===== config.mk =====
export PLATFORM = sky130hd
export DESIGN_NAME = seq_multiplier
export DESIGN_NICKNAME = d
export VERILOG_FILES = /design/src/rtl/seq_mult_pkg.sv /design/src/rtl/seq_mult_alu.sv /design/src/rtl/seq_multiplier.sv
export SDC_FILE = /design/constraint.sdc
export NUM_CORES = 1
export LEC_CHECK = 0
export BUFFER_PORTS_ARGS = -buffer_cell sky130_fd_sc_hd__buf_2
export CORE_MARGIN = 4
export CORE_UTILIZATION = 50
export DETAILED_ROUTE_END_ITERATION = 10
export PLACE_DENSITY = 0.77
export SYNTH_ARGS = -nofsm -noshare
export SYNTH_HDL_FRONTEND = slang
export SYNTH_SLANG_ARGS = --single-unit

===== constraint.sdc =====
create_clock -name clk -period 2.4 [get_ports clk]
set_input_delay 0.24 -clock clk [delete_from_list [all_inputs] [get_ports clk]]
set_output_delay 0.24 -clock clk [all_outputs]
set_load 0.005 [all_outputs]

===== src/rtl/seq_mult_pkg.sv =====
// Shared types and constants for the sequential multiplier.
// Optional feature macro: SEQ_MULT_SIGNED_EN (enables signed Booth mode).
package seq_mult_pkg;

  // Control FSM states.
  typedef enum logic [1:0] {
    StIdle,
    StBusy,
    StDone
  } state_e;

  // ALU function codes.
  typedef enum logic [1:0] {
    AluAddu,
    AluSubu,
    AluPass
  } alu_op_e;

  // Counter width needed to hold the value WIDTH itself.
  function automatic int unsigned cnt_width(int unsigned width);
    return $clog2(width + 1);
  endfunction

endpackage


===== src/rtl/seq_mult_alu.sv =====
// WIDTH+1-bit add / subtract / pass unit with carry out.
// Optional feature macro: SEQ_MULT_SIGNED_EN (adds the subtract path).
module seq_mult_alu
  import seq_mult_pkg::*;
#(
  parameter int unsigned WIDTH = 32
) (
  input  logic [WIDTH:0] a,
  input  logic [WIDTH:0] b,
  input  alu_op_e        op,
  output logic [WIDTH:0] y,
  output logic           co
);

  // Select the operation; unknown codes behave as pass.
  always_comb begin
    {co, y} = {1'b0, a};
    case (op)
      AluAddu: {co, y} = {1'b0, a} + {1'b0, b};
`ifdef SEQ_MULT_SIGNED_EN
      // a - b as a + ~b + 1 so co is the usual no-borrow flag.
      AluSubu: {co, y} = {1'b0, a} + {1'b0, ~b} + {{(WIDTH + 1){1'b0}}, 1'b1};
`endif
      default: {co, y} = {1'b0, a};
    endcase
  end

endmodule


===== src/rtl/seq_multiplier.sv =====
// Iterative shift-and-add multiplier, one multiplier bit per clock.
// Optional feature macro: SEQ_MULT_SIGNED_EN (radix-2 Booth signed mode).
module seq_multiplier
  import seq_mult_pkg::*;
#(
  parameter int unsigned WIDTH = 32
) (
  input  logic               clk,
  input  logic               Reset,
  input  logic               Run,
  input  logic               Signed_in,
  input  logic [WIDTH-1:0]   Multiplier_in,
  input  logic [WIDTH-1:0]   Multiplicand_in,
  output logic [2*WIDTH-1:0] Product_out,
  output logic               Ready,
  output logic               Busy
);

  localparam int unsigned CntW = cnt_width(WIDTH);

  state_e           state_q, state_d;
  logic [CntW-1:0]  cnt_q;
  logic [WIDTH-1:0] mcand_q;
  logic             signed_q;
  logic             hist_q;
  // Upper accumulator is one bit wider so the most-negative operand cannot overflow.
  logic [WIDTH:0]   acc_q;
  logic [WIDTH-1:0] lo_q;
  // Low for the first edge after reset release, so a mid-cycle release never starts work.
  logic             arm_q;

  logic             accept;
  alu_op_e          alu_op;
  logic [WIDTH:0]   alu_b;
  logic [WIDTH:0]   alu_y;
  logic             alu_co_unused;

`ifndef SEQ_MULT_SIGNED_EN
  logic signed_in_unused;
  assign signed_in_unused = Signed_in;
`endif

  assign accept      = Run && arm_q && (state_q != StBusy);
  assign Product_out = {acc_q[WIDTH-1:0], lo_q};

  // State register.
  always_ff @(posedge clk or negedge Reset) begin
    if (!Reset) begin
      state_q <= StIdle;
    end else begin
      state_q <= state_d;
    end
  end

  // Next-state logic.
  always_comb begin
    state_d = state_q;
    unique case (state_q)
      StIdle:  if (accept) state_d = StBusy;
      StBusy:  if (cnt_q == CntW'(1)) state_d = StDone;
      StDone:  if (accept) state_d = StBusy;
      default: state_d = StIdle;
    endcase
  end

  // Status outputs decoded from the state.
  always_comb begin
    Busy  = (state_q == StBusy);
    Ready = (state_q == StDone);
  end

  // Pick the ALU operation from the multiplier LSB (and Booth history in signed mode).
  always_comb begin
    alu_op = lo_q[0] ? AluAddu : AluPass;
`ifdef SEQ_MULT_SIGNED_EN
    if (signed_q) begin
      unique case ({lo_q[0], hist_q})
        2'b01:   alu_op = AluAddu;
        2'b10:   alu_op = AluSubu;
        default: alu_op = AluPass;
      endcase
    end
`endif
  end

  // Multiplicand is sign-extended only in signed mode.
  assign alu_b = {signed_q & mcand_q[WIDTH-1], mcand_q};

  seq_mult_alu #(
    .WIDTH (WIDTH)
  ) u_alu (
    .a  (acc_q),
    .b  (alu_b),
    .op (alu_op),
    .y  (alu_y),
    .co (alu_co_unused)
  );

  // Reset arming flag.
  always_ff @(posedge clk or negedge Reset) begin
    if (!Reset) begin
      arm_q <= 1'b0;
    end else begin
      arm_q <= 1'b1;
    end
  end

  // Datapath: load on accept, then add-and-shift once per busy cycle.
  always_ff @(posedge clk or negedge Reset) begin
    if (!Reset) begin
      cnt_q    <= '0;
      mcand_q  <= '0;
      signed_q <= 1'b0;
      hist_q   <= 1'b0;
      acc_q    <= '0;
      lo_q     <= '0;
    end else if (accept) begin
      cnt_q    <= CntW'(WIDTH);
      mcand_q  <= Multiplicand_in;
`ifdef SEQ_MULT_SIGNED_EN
      signed_q <= Signed_in;
`else
      signed_q <= 1'b0;
`endif
      hist_q   <= 1'b0;
      acc_q    <= '0;
      lo_q     <= Multiplier_in;
    end else if (state_q == StBusy) begin
      // Unsigned: alu_y[WIDTH] is the carry shifted in; signed: it is the sign, replicated.
      acc_q  <= {signed_q & alu_y[WIDTH], alu_y[WIDTH:1]};
      lo_q   <= {alu_y[0], lo_q[WIDTH-1:1]};
      hist_q <= lo_q[0];
      cnt_q  <= cnt_q - CntW'(1);
    end
  end

endmodule


==> results.cfg <==
[run_status]
outcome = complete, but fails checks
violations = negative setup slack

[logic_synthesis]
yosys_warnings = 0
synth_edf_count = 0
ys.flop_type = dfrtp_1
yosysTopAreaCell = dfrtp_1
synth_top_cells_by_area = dfrtp_1 (43%), ha_1 (7.0%), mux2i_1 (6.4%), o21ai_0 (6.2%), mux2_2 (5.9%)
synthesis.nets = 718
syn_area_per_cell_sq_um = 9.91
synthesis.area_sq_mm = 0.00609
syn-instance-count = 615
synthArstFlopShare_pct = 100
yosys.cell_types.count = 55
seq_area_frac_synth_pct = 43.1
synth.top_cell.area_share_pct = 43.1
synth-seq-cells = 105

[setup_path]
critPathKind = flip-flop to flip-flop
critPathCaptureType = flip-flop
arrival_ns = 2.77
cp_data_required_time_ns = 2.67
worstSetupStartpointType = flip-flop
path_max_fanout = 3

[sta]
timing.setup.tns_ns = -0.315
hold_slack_ns = 0.113
worst_slack_ns = -0.102
fmaxAchievable_ghz = 0.400
period_share_pct = 104
clock_skew_ns = 0.00835
setup_viol = 8
maxSlewHeadroom_pct = 42.4
tightestPinTransition_ns = 0.863
rsz0062_at_grt = true
hold_violations = 0
min_period_ns = 2.50
slew_viol_final = 0

[global_route]
antenna_found_initial = 1
grt_first_pass_wirelength_um = 27100
grt_start_max_net_pins = 66
grt_use_total_pct = 23.5
grt_pass1_vias = 5455
gr-total-overflow = 0

[detailed_routing]
wl_per_cell_um = 17.6
drt_pre_antenna_iters = 5
drt-total-wl_um = 16900
drc = 0
dr_total_vias = 5497
routed_via_density = 5.75
postRouteAntennaNets = 0
drt_iter0_drc = 358

[finish]
layout_common_cells = buf_2 (131), dfrtp_1 (105), buf_4 (73), nand2_1 (69), o21ai_0 (68)
syn_to_final_growth_pct = 32.0
regArea_sq_mm = 0.00263
layout_commonest_cell = buf_2
fin_cells = 956
fin_util_pct = 67.2
drive_above_1_share_pct = 37.5
multiInputGateArea_sq_mm = 0.00357
nets = 907
n_antenna_cell = 0
num-fill-cells = 917

[power_and_ir_drop]
ir_drop_v = 0.000253
leakage_nw = 4.18
p_per_area_mw_per_mm2 = 457

[clock_tree]
clk_latency_ns = 0.35
numCtsBuffers = 9
tritoncts = done
htree_levels = 3
clock-sinks = 105
cts_root_buffer = clkbuf_16
path_clk_slew_ns = 0.07
cts.path.max_buffers = 2

[worst_hold_path]
hp-class = input pin to flip-flop

[floorplanning]
die_x_um = 118
fp-row-count = 40
initial_utilization_pct = 50.9
fp.dieArea_sq_mm = 0.0140
core_sq_mm = 0.0120
die_h_um = 118
pin_count = 134

[placement]
placedCellCount = 922
hpwl_um = 12100
gp_routability_congestion = 0.942
io_buffer_count = 132

[run]
timing.max_cap.violations = 0
==> worst max-delay path, stage by stage, from the launching register on <==
cell and delay, ns:
dfrtp_1 0.39, ha_2 0.20, fa_2 0.34, a21o_1 0.23
a221oi_4 0.29, or4_4 0.20, nand3_4 0.11, buf_4 0.17
buf_6 0.11, nand3_1 0.07, nand2_1 0.06, xnor2_1 0.12
o21ai_0 0.14
==> through the flow <==
stage,worst slack (ns),cell area (sq um),total power [mW]
floorplan,0.00202,6090,1.84
global placement,-0.125,7290,1.94
detailed placement,-0.181,7290,1.94
CTS,-0.0717,7820,3.70
global route,-0.238,8040,3.79
finish,-0.102,8040,3.68
==> synthesized netlist by cell type, types with 2 or more instances <==
master,n
o21bai_1,7
mux2_2,32
a22oi_1,19
clkbuf_1,27
a21o_1,10
a32oi_1,2
o21ai_0,76
and3_1,5
xnor2_1,17
and4_1,3
mux2i_1,39
and2_1,2
nand2_1,71
nand4_1,4
o31ai_1,3
a31oi_1,2
a211oi_1,2
nand2b_1,5
o21ai_2,2
nand3_1,16
o211ai_2,3
ha_1,34
dfrtp_1,105
nor2b_1,4
o21ai_1,7
nor2_1,20
nand3_2,3
inv_1,10
xor2_1,13
buf_1,2
nor3_1,8
a21oi_1,39
==> path summary, 6_finish.rpt <==
check,from,endpoint,slack [ns],cells after the start
setup / recovery,acc_q[0]$_DFFE_PN0P_,acc_q[17]$_DFFE_PN0P_,-0.10,12
setup reg to reg,acc_q[0]$_DFFE_PN0P_,acc_q[17]$_DFFE_PN0P_,-0.10,12
hold / removal,Multiplicand_in[11],mcand_q[11]$_DFFE_PN0P_,0.11,2
min in group asynchronous,Reset,lo_q[8]$_DFFE_PN0P_,0.39,2
max in group asynchronous,Reset,lo_q[18]$_DFFE_PN0P_,1.23,3
hold reg to reg,cnt_q[5]$_DFFE_PN0P_,cnt_q[5]$_DFFE_PN0P_,0.49,1
==> area by class of cell <==
type	count	share of cell area (%)
multi-input cells	470	44.4
flip-flops and latches	105	32.7
repair buffers	208	15.6
clock buffers	12	3.31
well taps	147	2.29
clock inverters	4	1.21
inverters	10	0.467
==> metal layers <==
layer	global-route usage (%)	share of wire, %	vias up
met5	0	0.077	-
met2	39.1	49	214
li1	-	-	2611
met4	7.82	1.8	2
met1	31.0	43	2642
met3	4.35	6.4	28
==> registers in the layout, indices dropped and copies added (netlist names) <==
register,cells
state_q,2
arm_q,1
acc_q,32
lo_q,32
mcand_q,32
cnt_q,6
==> logic make-up after synthesis <==
logic type	after synthesis	synth area share (%)
AOI/OAI and AO/OA	185	18.9
and+or+nand+nor	148	11.5
DFF	105	43.1
muxes	71	12.3
buffers and inverters	40	2.49
adders and majority gates	35	7.31
xor gates and xnor gates	30	4.31
other	1	0.0616
==> power breakdown <==
| group | internal, mW | switching (mW) |
|---|---|---|
| sequential | 1.77 | 0.000840 |
| clock | 1.11 | 0.667 |
| combinational | 0.0626 | 0.0736 |
==> repair_timing <==
| item | 4_1_cts | 5_1_grt |
|---|---|---|
| gates cloned | 0 | 0 |
| pin swaps | 12 | 22 |
| resized for setup | 15 | 31 |
| endpoints found under the hold margin | 31 | 0 |
| buffers inserted | 8 | 10 |
| hold buffers | 1 | 0 |
| setup endpoints to repair | 15 | 20 |
(Power assumes the default switching activity.)
